### src/rtl/ysyx_22050243_lsu_pkg.sv
// ysyx_22050243_lsu_pkg: size encodings, FSM states and alignment helpers for the LSU
package ysyx_22050243_lsu_pkg;

   localparam logic [1:0] SZ_B = 2'd0;
   localparam logic [1:0] SZ_H = 2'd1;
   localparam logic [1:0] SZ_W = 2'd2;
   localparam logic [1:0] SZ_D = 2'd3;

   typedef enum logic [1:0] {IDLE, ACCESS, RESP} state_e;

   // unshifted byte-lane mask for an access size
   function automatic logic [7:0] size_bmask(input logic [1:0] size);
      return size == SZ_B ? 8'h01 : size == SZ_H ? 8'h03 : size == SZ_W ? 8'h0F : 8'hFF;
   endfunction

   // address not naturally aligned to the access size
   function automatic logic misaligned(input logic [1:0] size, input logic [2:0] a);
      return size == SZ_H ? a[0] : size == SZ_W ? |a[1:0] : size == SZ_D ? |a : 1'b0;
   endfunction

endpackage

### src/rtl/ysyx_22050243_lsu_align.sv
// ysyx_22050243_lsu_align: store lane shift/mask expansion and load shift/extension
module ysyx_22050243_lsu_align
   import ysyx_22050243_lsu_pkg::*;
(
   input  logic [1:0]  st_size,
   input  logic [2:0]  st_off,
   input  logic [63:0] st_wdata,
   output logic [63:0] st_data,
   output logic [63:0] st_wmask,
   input  logic [1:0]  ld_size,
   input  logic [2:0]  ld_off,
   input  logic        ld_unsigned,
   input  logic [63:0] ld_raw,
   output logic [63:0] ld_data
);

   logic [7:0]  bmask;
   logic [63:0] r;
   logic        sx;

   assign bmask   = size_bmask(st_size) << st_off;
   assign st_data = st_wdata << {st_off, 3'b000};

   for (genvar g = 0; g < 8; g++) begin : g_mask
      assign st_wmask[8*g +: 8] = {8{bmask[g]}};
   end

   // bring the addressed lane down to bit 0, truncate and extend
   always_comb begin
      r       = ld_raw >> {ld_off, 3'b000};
      sx      = ~ld_unsigned;
      ld_data = ld_size == SZ_B ? {{56{sx & r[7]}}, r[7:0]} :
                ld_size == SZ_H ? {{48{sx & r[15]}}, r[15:0]} :
                ld_size == SZ_W ? {{32{sx & r[31]}}, r[31:0]} : r;
   end

endmodule

### src/rtl/ysyx_22050243_lsu.sv
// ysyx_22050243_lsu: single-outstanding load/store unit driving the shared 64-bit data port
module ysyx_22050243_lsu
   import ysyx_22050243_lsu_pkg::*;
#(
   parameter int MEM_LATENCY = 1,
   parameter int XLEN        = 64
) (
   input  logic            clk,
   input  logic            rst_n,
   input  logic            ex_valid,
   output logic            ex_ready,
   input  logic            ex_store,
   input  logic [1:0]      ex_size,
   input  logic            ex_unsigned,
   input  logic [XLEN-1:0] ex_addr,
   input  logic [XLEN-1:0] ex_wdata,
   input  logic [4:0]      ex_rd,
   output logic            wb_valid,
   input  logic            wb_ready,
   output logic [XLEN-1:0] wb_rdata,
   output logic [4:0]      wb_rd,
   output logic            wb_misalign,
   output logic            data_r_en,
   output logic            data_w_en,
   output logic [XLEN-1:0] data_addr,
   output logic [XLEN-1:0] data_w,
   output logic [XLEN-1:0] data_wmask,
   input  logic [XLEN-1:0] data_r
);

   localparam logic [3:0] CNT_INIT = 4'(MEM_LATENCY - 1);

   state_e      state_q, state_d;
   logic [3:0]  cnt_q, cnt_d;
   logic        store_q, store_d, uns_q, uns_d;
   logic [1:0]  size_q, size_d;
   logic [2:0]  off_q, off_d;
   logic [4:0]  rd_q, rd_d;
   logic        ex_ready_q, ex_ready_d, wb_valid_q, wb_valid_d, wb_mis_q, wb_mis_d;
   logic [63:0] wb_rdata_q, wb_rdata_d;
   logic [4:0]  wb_rd_q, wb_rd_d;
   logic        r_en_q, r_en_d, w_en_q, w_en_d;
   logic [63:0] addr_q, addr_d, w_q, w_d, wmask_q, wmask_d;
   logic [63:0] st_data, st_wmask, ld_data;

   ysyx_22050243_lsu_align u_align (
      .st_size    (ex_size),
      .st_off     (ex_addr[2:0]),
      .st_wdata   (ex_wdata),
      .st_data    (st_data),
      .st_wmask   (st_wmask),
      .ld_size    (size_q),
      .ld_off     (off_q),
      .ld_unsigned(uns_q),
      .ld_raw     (data_r),
      .ld_data    (ld_data)
   );

   // next-state and next-output logic; every output is registered
   always_comb begin
      state_d    = state_q;
      cnt_d      = cnt_q;
      store_d    = store_q;
      uns_d      = uns_q;
      size_d     = size_q;
      off_d      = off_q;
      rd_d       = rd_q;
      ex_ready_d = ex_ready_q;
      wb_valid_d = wb_valid_q;
      wb_mis_d   = wb_mis_q;
      wb_rdata_d = wb_rdata_q;
      wb_rd_d    = wb_rd_q;
      r_en_d     = r_en_q;
      w_en_d     = w_en_q;
      addr_d     = addr_q;
      w_d        = w_q;
      wmask_d    = wmask_q;
      case (state_q)
         IDLE: if (ex_valid) begin
            store_d    = ex_store;
            uns_d      = ex_unsigned;
            size_d     = ex_size;
            off_d      = ex_addr[2:0];
            rd_d       = ex_rd;
            ex_ready_d = 1'b0;
            if (misaligned(ex_size, ex_addr[2:0])) begin
               state_d    = RESP;
               wb_valid_d = 1'b1;
               wb_mis_d   = 1'b1;
            end else begin
               state_d = ACCESS;
               cnt_d   = CNT_INIT;
               r_en_d  = ~ex_store;
               w_en_d  = ex_store;
               addr_d  = {ex_addr[XLEN-1:3], 3'b000};
               w_d     = st_data;
               wmask_d = st_wmask;
            end
         end
         ACCESS: begin
            w_en_d = 1'b0;
            cnt_d  = cnt_q - 4'd1;
            if (cnt_q == 4'd0) begin
               state_d    = RESP;
               cnt_d      = 4'd0;
               wb_valid_d = 1'b1;
               wb_rdata_d = store_q ? 64'd0 : ld_data;
               wb_rd_d    = store_q ? 5'd0 : rd_q;
               r_en_d     = 1'b0;
               addr_d     = 64'd0;
               w_d        = 64'd0;
               wmask_d    = 64'd0;
            end
         end
         RESP: if (wb_ready) begin
            state_d    = IDLE;
            ex_ready_d = 1'b1;
            wb_valid_d = 1'b0;
            wb_mis_d   = 1'b0;
            wb_rdata_d = 64'd0;
            wb_rd_d    = 5'd0;
         end
         default: state_d = IDLE;
      endcase
   end

   // state and output registers with asynchronous reset
   always_ff @(posedge clk or negedge rst_n) begin
      if (!rst_n) begin
         state_q    <= IDLE;
         cnt_q      <= 4'd0;
         store_q    <= 1'b0;
         uns_q      <= 1'b0;
         size_q     <= SZ_B;
         off_q      <= 3'd0;
         rd_q       <= 5'd0;
         ex_ready_q <= 1'b1;
         wb_valid_q <= 1'b0;
         wb_mis_q   <= 1'b0;
         wb_rdata_q <= 64'd0;
         wb_rd_q    <= 5'd0;
         r_en_q     <= 1'b0;
         w_en_q     <= 1'b0;
         addr_q     <= 64'd0;
         w_q        <= 64'd0;
         wmask_q    <= 64'd0;
      end else begin
         state_q    <= state_d;
         cnt_q      <= cnt_d;
         store_q    <= store_d;
         uns_q      <= uns_d;
         size_q     <= size_d;
         off_q      <= off_d;
         rd_q       <= rd_d;
         ex_ready_q <= ex_ready_d;
         wb_valid_q <= wb_valid_d;
         wb_mis_q   <= wb_mis_d;
         wb_rdata_q <= wb_rdata_d;
         wb_rd_q    <= wb_rd_d;
         r_en_q     <= r_en_d;
         w_en_q     <= w_en_d;
         addr_q     <= addr_d;
         w_q        <= w_d;
         wmask_q    <= wmask_d;
      end
   end

   assign ex_ready    = ex_ready_q;
   assign wb_valid    = wb_valid_q;
   assign wb_rdata    = wb_rdata_q;
   assign wb_rd       = wb_rd_q;
   assign wb_misalign = wb_mis_q;
   assign data_r_en   = r_en_q;
   assign data_w_en   = w_en_q;
   assign data_addr   = addr_q;
   assign data_w      = w_q;
   assign data_wmask  = wmask_q;

endmodule

### config.mk
export PLATFORM = sky130hd
export DESIGN_NAME = ysyx_22050243_lsu
export DESIGN_NICKNAME = d
export VERILOG_FILES = /design/src/rtl/ysyx_22050243_lsu_pkg.sv /design/src/rtl/ysyx_22050243_lsu_align.sv /design/src/rtl/ysyx_22050243_lsu.sv
export SDC_FILE = /design/constraint.sdc
export NUM_CORES = 1
export LEC_CHECK = 0
export ABC_AREA = 0
export CAP_MARGIN = 20
export CORE_ASPECT_RATIO = 0.6
export CORE_MARGIN = 2
export CORE_UTILIZATION = 40
export CTS_BUF_LIST = sky130_fd_sc_hd__clkbuf_2
export CTS_CLUSTER_DIAMETER = 150
export DETAILED_ROUTE_END_ITERATION = 8
export PLACE_DENSITY = 0.77
export SETUP_SLACK_MARGIN = 0.15
export SLEW_MARGIN = 10
export SYNTH_ARGS = -nofsm -noshare
export SYNTH_HDL_FRONTEND = slang
export SYNTH_SLANG_ARGS = --single-unit
### constraint.sdc
create_clock -name clk -period 2.1 [get_ports clk]
set_input_delay 0.42 -clock clk [delete_from_list [all_inputs] [get_ports clk]]
set_output_delay 0.42 -clock clk [all_outputs]
set_load 0.01 [all_outputs]
==> results of run 1 <==
## Yosys cell counts, types with 3 or more instances
cell,n,area share
o221ai_1,3,0.0021
nand3b_1,3,0.0018
inv_1,14,0.0043
buf_1,13,0.0040
and2_1,6,0.0030
a21oi_1,90,0.036
buf_4,59,0.036
a32o_1,4,0.0032
buf_2,34,0.014
or3_1,3,0.0015
a22o_1,71,0.050
o41ai_1,5,0.0035
mux2i_1,65,0.053
o221a_2,7,0.0064
a21boi_0,4,0.0024
dfrtp_1,224,0.45
nor3_1,3,0.0012
o31ai_1,45,0.027
mux4_2,28,0.051
clkbuf_1,55,0.017
o22a_1,8,0.0057
a2bb2oi_1,3,0.0021
o211ai_1,9,0.0055
nand2b_1,7,0.0035
mux2_2,43,0.039
nor2_1,70,0.021
o21ai_0,64,0.026
nor2b_1,14,0.0071
a211oi_1,24,0.015
nand2_1,171,0.052
o21a_1,7,0.0043
o21ba_2,4,0.0032
clkinv_1,3,0.00091
o21ai_1,41,0.017
a31oi_1,8,0.0041
## flip-flops by register name, indices dropped and copies added (netlist names), 3 cells and up
| name | count |
|---|---|
| cnt_q | 4 |
| data_addr | 61 |
| data_w | 64 |
| data_wmask | 8 |
| off_q | 3 |
| rd_q | 5 |
| wb_rd | 5 |
| wb_rdata | 64 |
## worst max-delay path, cell delays in order, from the launching register on
cell and delay [ns]:
dfrtp_1 0.41, inv_2 0.09, ha_4 0.12, or3b_4 0.39
and2_4 0.16, a211o_4 0.33, buf_12 0.16, buf_8 0.13
buf_12 0.13, mux2_2 0.26
## logic make-up after synthesis
kind of cell	Yosys count	synth area share
flops	225	0.4561
mux	136	0.1430
xor+xnor	2	0.001419
simple gates	289	0.09879
buf+inv	180	0.07731
compound gates	406	0.2211
other cells	1	0.0003037
fa+ha+maj	2	0.002026
## metal layers
layer,track usage,vias to the layer above,share of wire
met4,0.09779,0,0.025
met5,0,-,0
met1,0.4421,6494,0.43
met3,0.09731,84,0.10
met2,0.4365,719,0.44
li1,-,5838,-
## repair_timing
action                                  4_1_cts  5_1_grt
pin swaps                                     9       29
endpoints found under the setup margin      462      436
endpoints found under the hold margin       226        0
resized for setup                          1142      272
gates cloned                                  3       15
buffers inserted                             86       65
hold buffers                                  3        0
## path summary, 6_finish.rpt
check / cells past startpoint / end / slack [ns] / from
min in group asynchronous: 2 / ex_ready / 0.14 / rst_n
min: 2 / data_addr[61] / 0.12 / ex_addr[61]
max reg2reg: 9 / data_wmask[7] / -0.14 / cnt_q[0]
min reg2reg: 2 / wb_rdata[17] / 0.49 / wb_rdata[17]
max in group asynchronous: 3 / data_wmask[47] / 1.53 / rst_n
max: 9 / data_wmask[7] / -0.14 / cnt_q[0]
## stage by stage
step | area (um2) | power, W | util | cells | setup slack (ns)
finish | 20440 | 0.02910 | 0.6775 | 2367 | -0.1434
global route | 20440 | 0.03050 | 0.6775 | 2367 | -0.1904
CTS | 19010 | 0.02602 | 0.6301 | 2282 | -0.1026
detailed placement | 17930 | 0.02194 | 0.5945 | 2093 | -0.3863
global placement | 17930 | 0.02171 | 0.5945 | 2093 | -0.3261
floorplan | 12470 | 0.01484 | - | 1243 | 0.07500
## final cells by class
cell class,instances,area [um2],area share
multi-input cells,838,6441,0.3152
clock buffers,79,395.4,0.01935
diodes,5,12.51,0.0006122
inverters,17,67.56,0.003306
flip-flops and latches,225,5648,0.2764
well taps,408,510.5,0.02498
repair buffers,777,7263,0.3554
clock inverters,18,98.84,0.004837
## power by group through the flow
stage	Clock (W)	Sequential [W]	Combinational, W
floorplan	0	0.00787	0.00697
global placement	0	0.00746	0.0143
detailed placement	0	0.00746	0.0145
CTS	0.00310	0.00731	0.0156
global route	0.00336	0.00759	0.0196
finish	0.00305	0.00744	0.0186
==> results.yml, run 1 <==
floorplan:
  chipWidth_um: 230.8
  design.core.area_um2: 30160
  num_rows: 49
  initial_core_util: 0.4094
  dieArea_um2: 32340
  io_pins: 471
  die_y_um: 140.1
synth:
  synth-seq-cells: 225
  yosysWarnings: 0
  ys_types: 60
  synth_area_per_cell_um2: 9.950
  synthCells: 1241
  synth_area_um2: 12350
  synth-edff-count: 0
  ys.flop_type: "dfrtp_1"
  ys_seq_area_frac: 0.4561
  async_reset_ff_frac: 1.000
power_and_ir_drop:
  power_density_nw_per_um2: 1424
  internal_power_w: 0.01678
  p_leak_nw: 9.765
  p_seq_frac: 0.256
  pwr-share-comb: 0.640
  peakVddDrop_uv: 705.8
  pwr-share-clk: 0.105
  p_sw_w: 0.01231
  swShare: 0.4231
timing:
  finalHoldViolations: 0
  period_minus_slack_ns: 2.243
  whs_ns: 0.1191
  skew_ns: 0.05830
  worst_pin_slew_ns: 0.7006
  setup_ws_ns: -0.1434
  max_freq_mhz: 445.7
  drv_slew: 0
  setup_viol: 122
  slew_headroom: 0.5304
  finalSetupTns_ns: -7.106
  rsz0062_at_grt: "yes"
  fin_crit_sh: 1.068
clocking:
  clock_latency_ns: 0.90
  clock_path_buffers: 3
  cts.sinks: 225
  root_buffer: "clkbuf_2"
  cts_tree: "yes"
  numCtsBuffers: 53
  cts_max_level: 2
  cts.clk_slew.worst_paths_ns: 0.12
final_layout:
  most-common-layout-cells: "buf_4, dfrtp_1, clkdlybuf4s50_1, buf_6, nand2_1"
  final_nets: 2119
  n_fill_cell: 2352
  area_growth_pct: 65.51
  layout_commonest_cell: "buf_4"
  drive_gt1_frac: 0.4406
critical_path:
  worstSetupPathType: "reg2reg"
  startpoint_type: "flip-flop"
  cp_max_fo: 5
  cp.required_ns: 2.88
  cp_data_arrival_time_ns: 3.02
  end_kind: "flip-flop"
route:
  num_vias: 13135
  wl_per_cell_um: 22.93
  drt_drc_violations_left: 0
  finalWirelength_um: 54270
  drt_iter0_drc: 1312
  detail-route-antenna-nets: 0
  viasPerCell: 5.549
  drt_pass1_iterations: 6
global_routing:
  grt_pass1_vias: 12244
  grt_usage: 0.3067
  overflow: 0
  grt_pass1_wl_um: 75020
  antenna_found_initial: 5
  grt_max_degree: 64
placed_design:
  portBuffers: 467
  dpl.hpwl_um: 37560
  finalWeightedCongestion: 1.009
status:
  status: "finished with violations"
  failed_checks: "setup timing"
job:
  cap_violations: 0
min_path:
  worstHoldPathType: "in2reg"
(Power assumes the default switching activity.)
==> run 2: changes to the inputs <==
--- a/config.mk
+++ b/config.mk
@@ -14,7 +14,7 @@
 export CTS_CLUSTER_DIAMETER = 150
 export DETAILED_ROUTE_END_ITERATION = 8
 export PLACE_DENSITY = 0.77
-export SETUP_SLACK_MARGIN = 0.15
+export SKIP_LAST_GASP = 1
 export SLEW_MARGIN = 10
 export SYNTH_ARGS = -nofsm -noshare
 export SYNTH_HDL_FRONTEND = slang
==> results.yml, run 2 (synthesis results as in run 1) <==
status:
  status: "finished with violations"
  failed_checks: "setup timing"
timing:
  slew_headroom: 0.5754
  worst_pin_slew_ns: 0.6369
  drv_slew: 0
  max_freq_mhz: 430.2
  skew_ns: 0.08274
  rsz0062_at_grt: "yes"
  period_minus_slack_ns: 2.324
  fin_crit_sh: 1.107
  setup_viol: 214
  finalHoldViolations: 0
  setup_ws_ns: -0.2244
route:
  drt_drc_violations_left: 0
  drt_pass1_iterations: 5
  drt_iter0_drc: 1219
  detail-route-antenna-nets: 0
  viasPerCell: 5.718
  num_vias: 13094
  finalWirelength_um: 55720
  wl_per_cell_um: 24.33
critical_path:
  r2r_end: "data_addr[47]"
  rr_worst_depth: 9
  crit_end: "data_addr[47]"
  worst-r2r-setup-slack_ns: -0.22
  cp-startpoint: "cnt_q[0]"
  cp_data_arrival_time_ns: 3.10
  startpoint_type: "flip-flop"
  end_kind: "flip-flop"
  cp.required_ns: 2.88
  cp_max_fo: 5
  worstSetupPathType: "reg2reg"
  worstReg2RegStart: "cnt_q[0]"
clocking:
  cts.clk_slew.worst_paths_ns: 0.15
  root_buffer: "clkbuf_2"
  cts_tree: "yes"
  clock_path_buffers: 3
  cts_max_level: 2
  cts.sinks: 225
  numCtsBuffers: 53
  clock_latency_ns: 0.91
placed_design:
  dp_slack_ns: -0.5900
  portBuffers: 467
  dpl.hpwl_um: 37800
  finalWeightedCongestion: 1.029
final_layout:
  utilization: 0.6882
  final_nets: 2051
  area_growth_pct: 68.11
  most-common-layout-cells: "clkdlybuf4s50_1, dfrtp_1, buf_4, nand2_1, clkbuf_2"
  drive_gt1_frac: 0.3608
  layout_commonest_cell: "clkdlybuf4s50_1"
floorplan:
  initial_core_util: 0.4094
  io_pins: 471
  design.core.area_um2: 30160
  num_rows: 49
  chipWidth_um: 230.8
  dieArea_um2: 32340
  die_y_um: 140.1
power_and_ir_drop:
  peakVddDrop_uv: 731.2
  p_leak_nw: 9.706
  power_density_nw_per_um2: 1410
min_path:
  worstHoldPathType: "in2reg"
job:
  cap_violations: 0
global_routing:
  grt_pass1_wl_um: 79240
  grt_max_degree: 64
  antenna_found_initial: 2
  grt_pass1_vias: 12581
  grt_usage: 0.3258
  overflow: 0
## run 2: cell count changes in the layout (fill, tap and decap cells not counted), sizes merged
| cell | before | now |
|---|---|---|
| clkbuf | 135 | 111 |
| dlygate4sd2 | 0 | 96 |
| clkinv | 20 | 14 |
| a211o | 1 | 2 |
| clkdlybuf4s15 | 0 | 74 |
| diode | 5 | 3 |
| buf | 518 | 278 |
| clkdlybuf4s50 | 201 | 225 |
## run 2: where the power goes
part | total (W) | internal, W | leakage [nW] | switching (W)
combinational | 0.0188 | 0.00929 | 6.43 | 0.00947
sequential | 0.00751 | 0.00610 | 2.92 | 0.00141
clock | 0.00299 | 0.00110 | 0.360 | 0.00189
total | 0.0293 | 0.0165 | 9.71 | 0.0128
## run 2: worst min-delay path by stage
stage                    endpoint  slack (ns)  cells after the start   startpoint
floorplan                cnt_q[0]        0.12                      0        rst_n
global placement      wb_rdata[6]        0.32                      1        rst_n
detailed placement   wb_rdata[21]        0.32                      1        rst_n
CTS                 data_addr[61]       0.005                      2  ex_addr[61]
global route        data_addr[38]      -0.001                      2  ex_addr[38]
finish              data_addr[61]        0.10                      2  ex_addr[61]
## run 2: worst max-delay path, stage by stage (launching register included)
cell       delay (ns)
dfrtp_1          0.42
inv_2            0.10
ha_4             0.13
or3b_4           0.38
and2_4           0.17
a211o_4          0.38
buf_12           0.15
clkbuf_16        0.15
clkbuf_16        0.15
a22o_1           0.22
## run 2: cell type report
type                    count  area (um2)
well taps                 408       510.5
clock inverters            12       73.82
diodes                      3       7.507
repair buffers            708        6995
multi-input cells         839        7066
inverters                  17       67.56
clock buffers              78       390.4
fillers                  2274        9405
flip-flops and latches    225        5648
## run 2: through the flow
stage	TNS (ns)	std cells	instance area [um2]	hold WS, ns	total power (W)
5_1_grt	-34.79	2289	20760	-0.001336	0.03067
2_1_floorplan	0	1243	12360	0.1244	0.01459
3_3_place_gp	-53.55	2089	17830	0.3151	0.02146
4_1_cts	-18.15	2258	19710	0.005473	0.02677
6_report	-25.59	2290	20760	0.1004	0.02926
3_5_place_dp	-65.83	2089	17830	0.3177	0.02171
## run 2: what timing repair did
item	4_1_cts	5_1_grt
gates cloned	22	11
setup endpoints to repair	419	290
pin swaps	72	132
gates resized for setup	628	262
setup buffers	55	26
hold endpoints to repair	226	0
hold buffers	3	0
## run 2: routing by layer
metal,vias to the layer above,GRT usage,wire length (um)
li1,5716,-,-
met1,6484,0.4717,23710
met2,774,0.4650,23880
met3,120,0.1008,6311
met4,0,0.09949,1824
met5,-,0,0
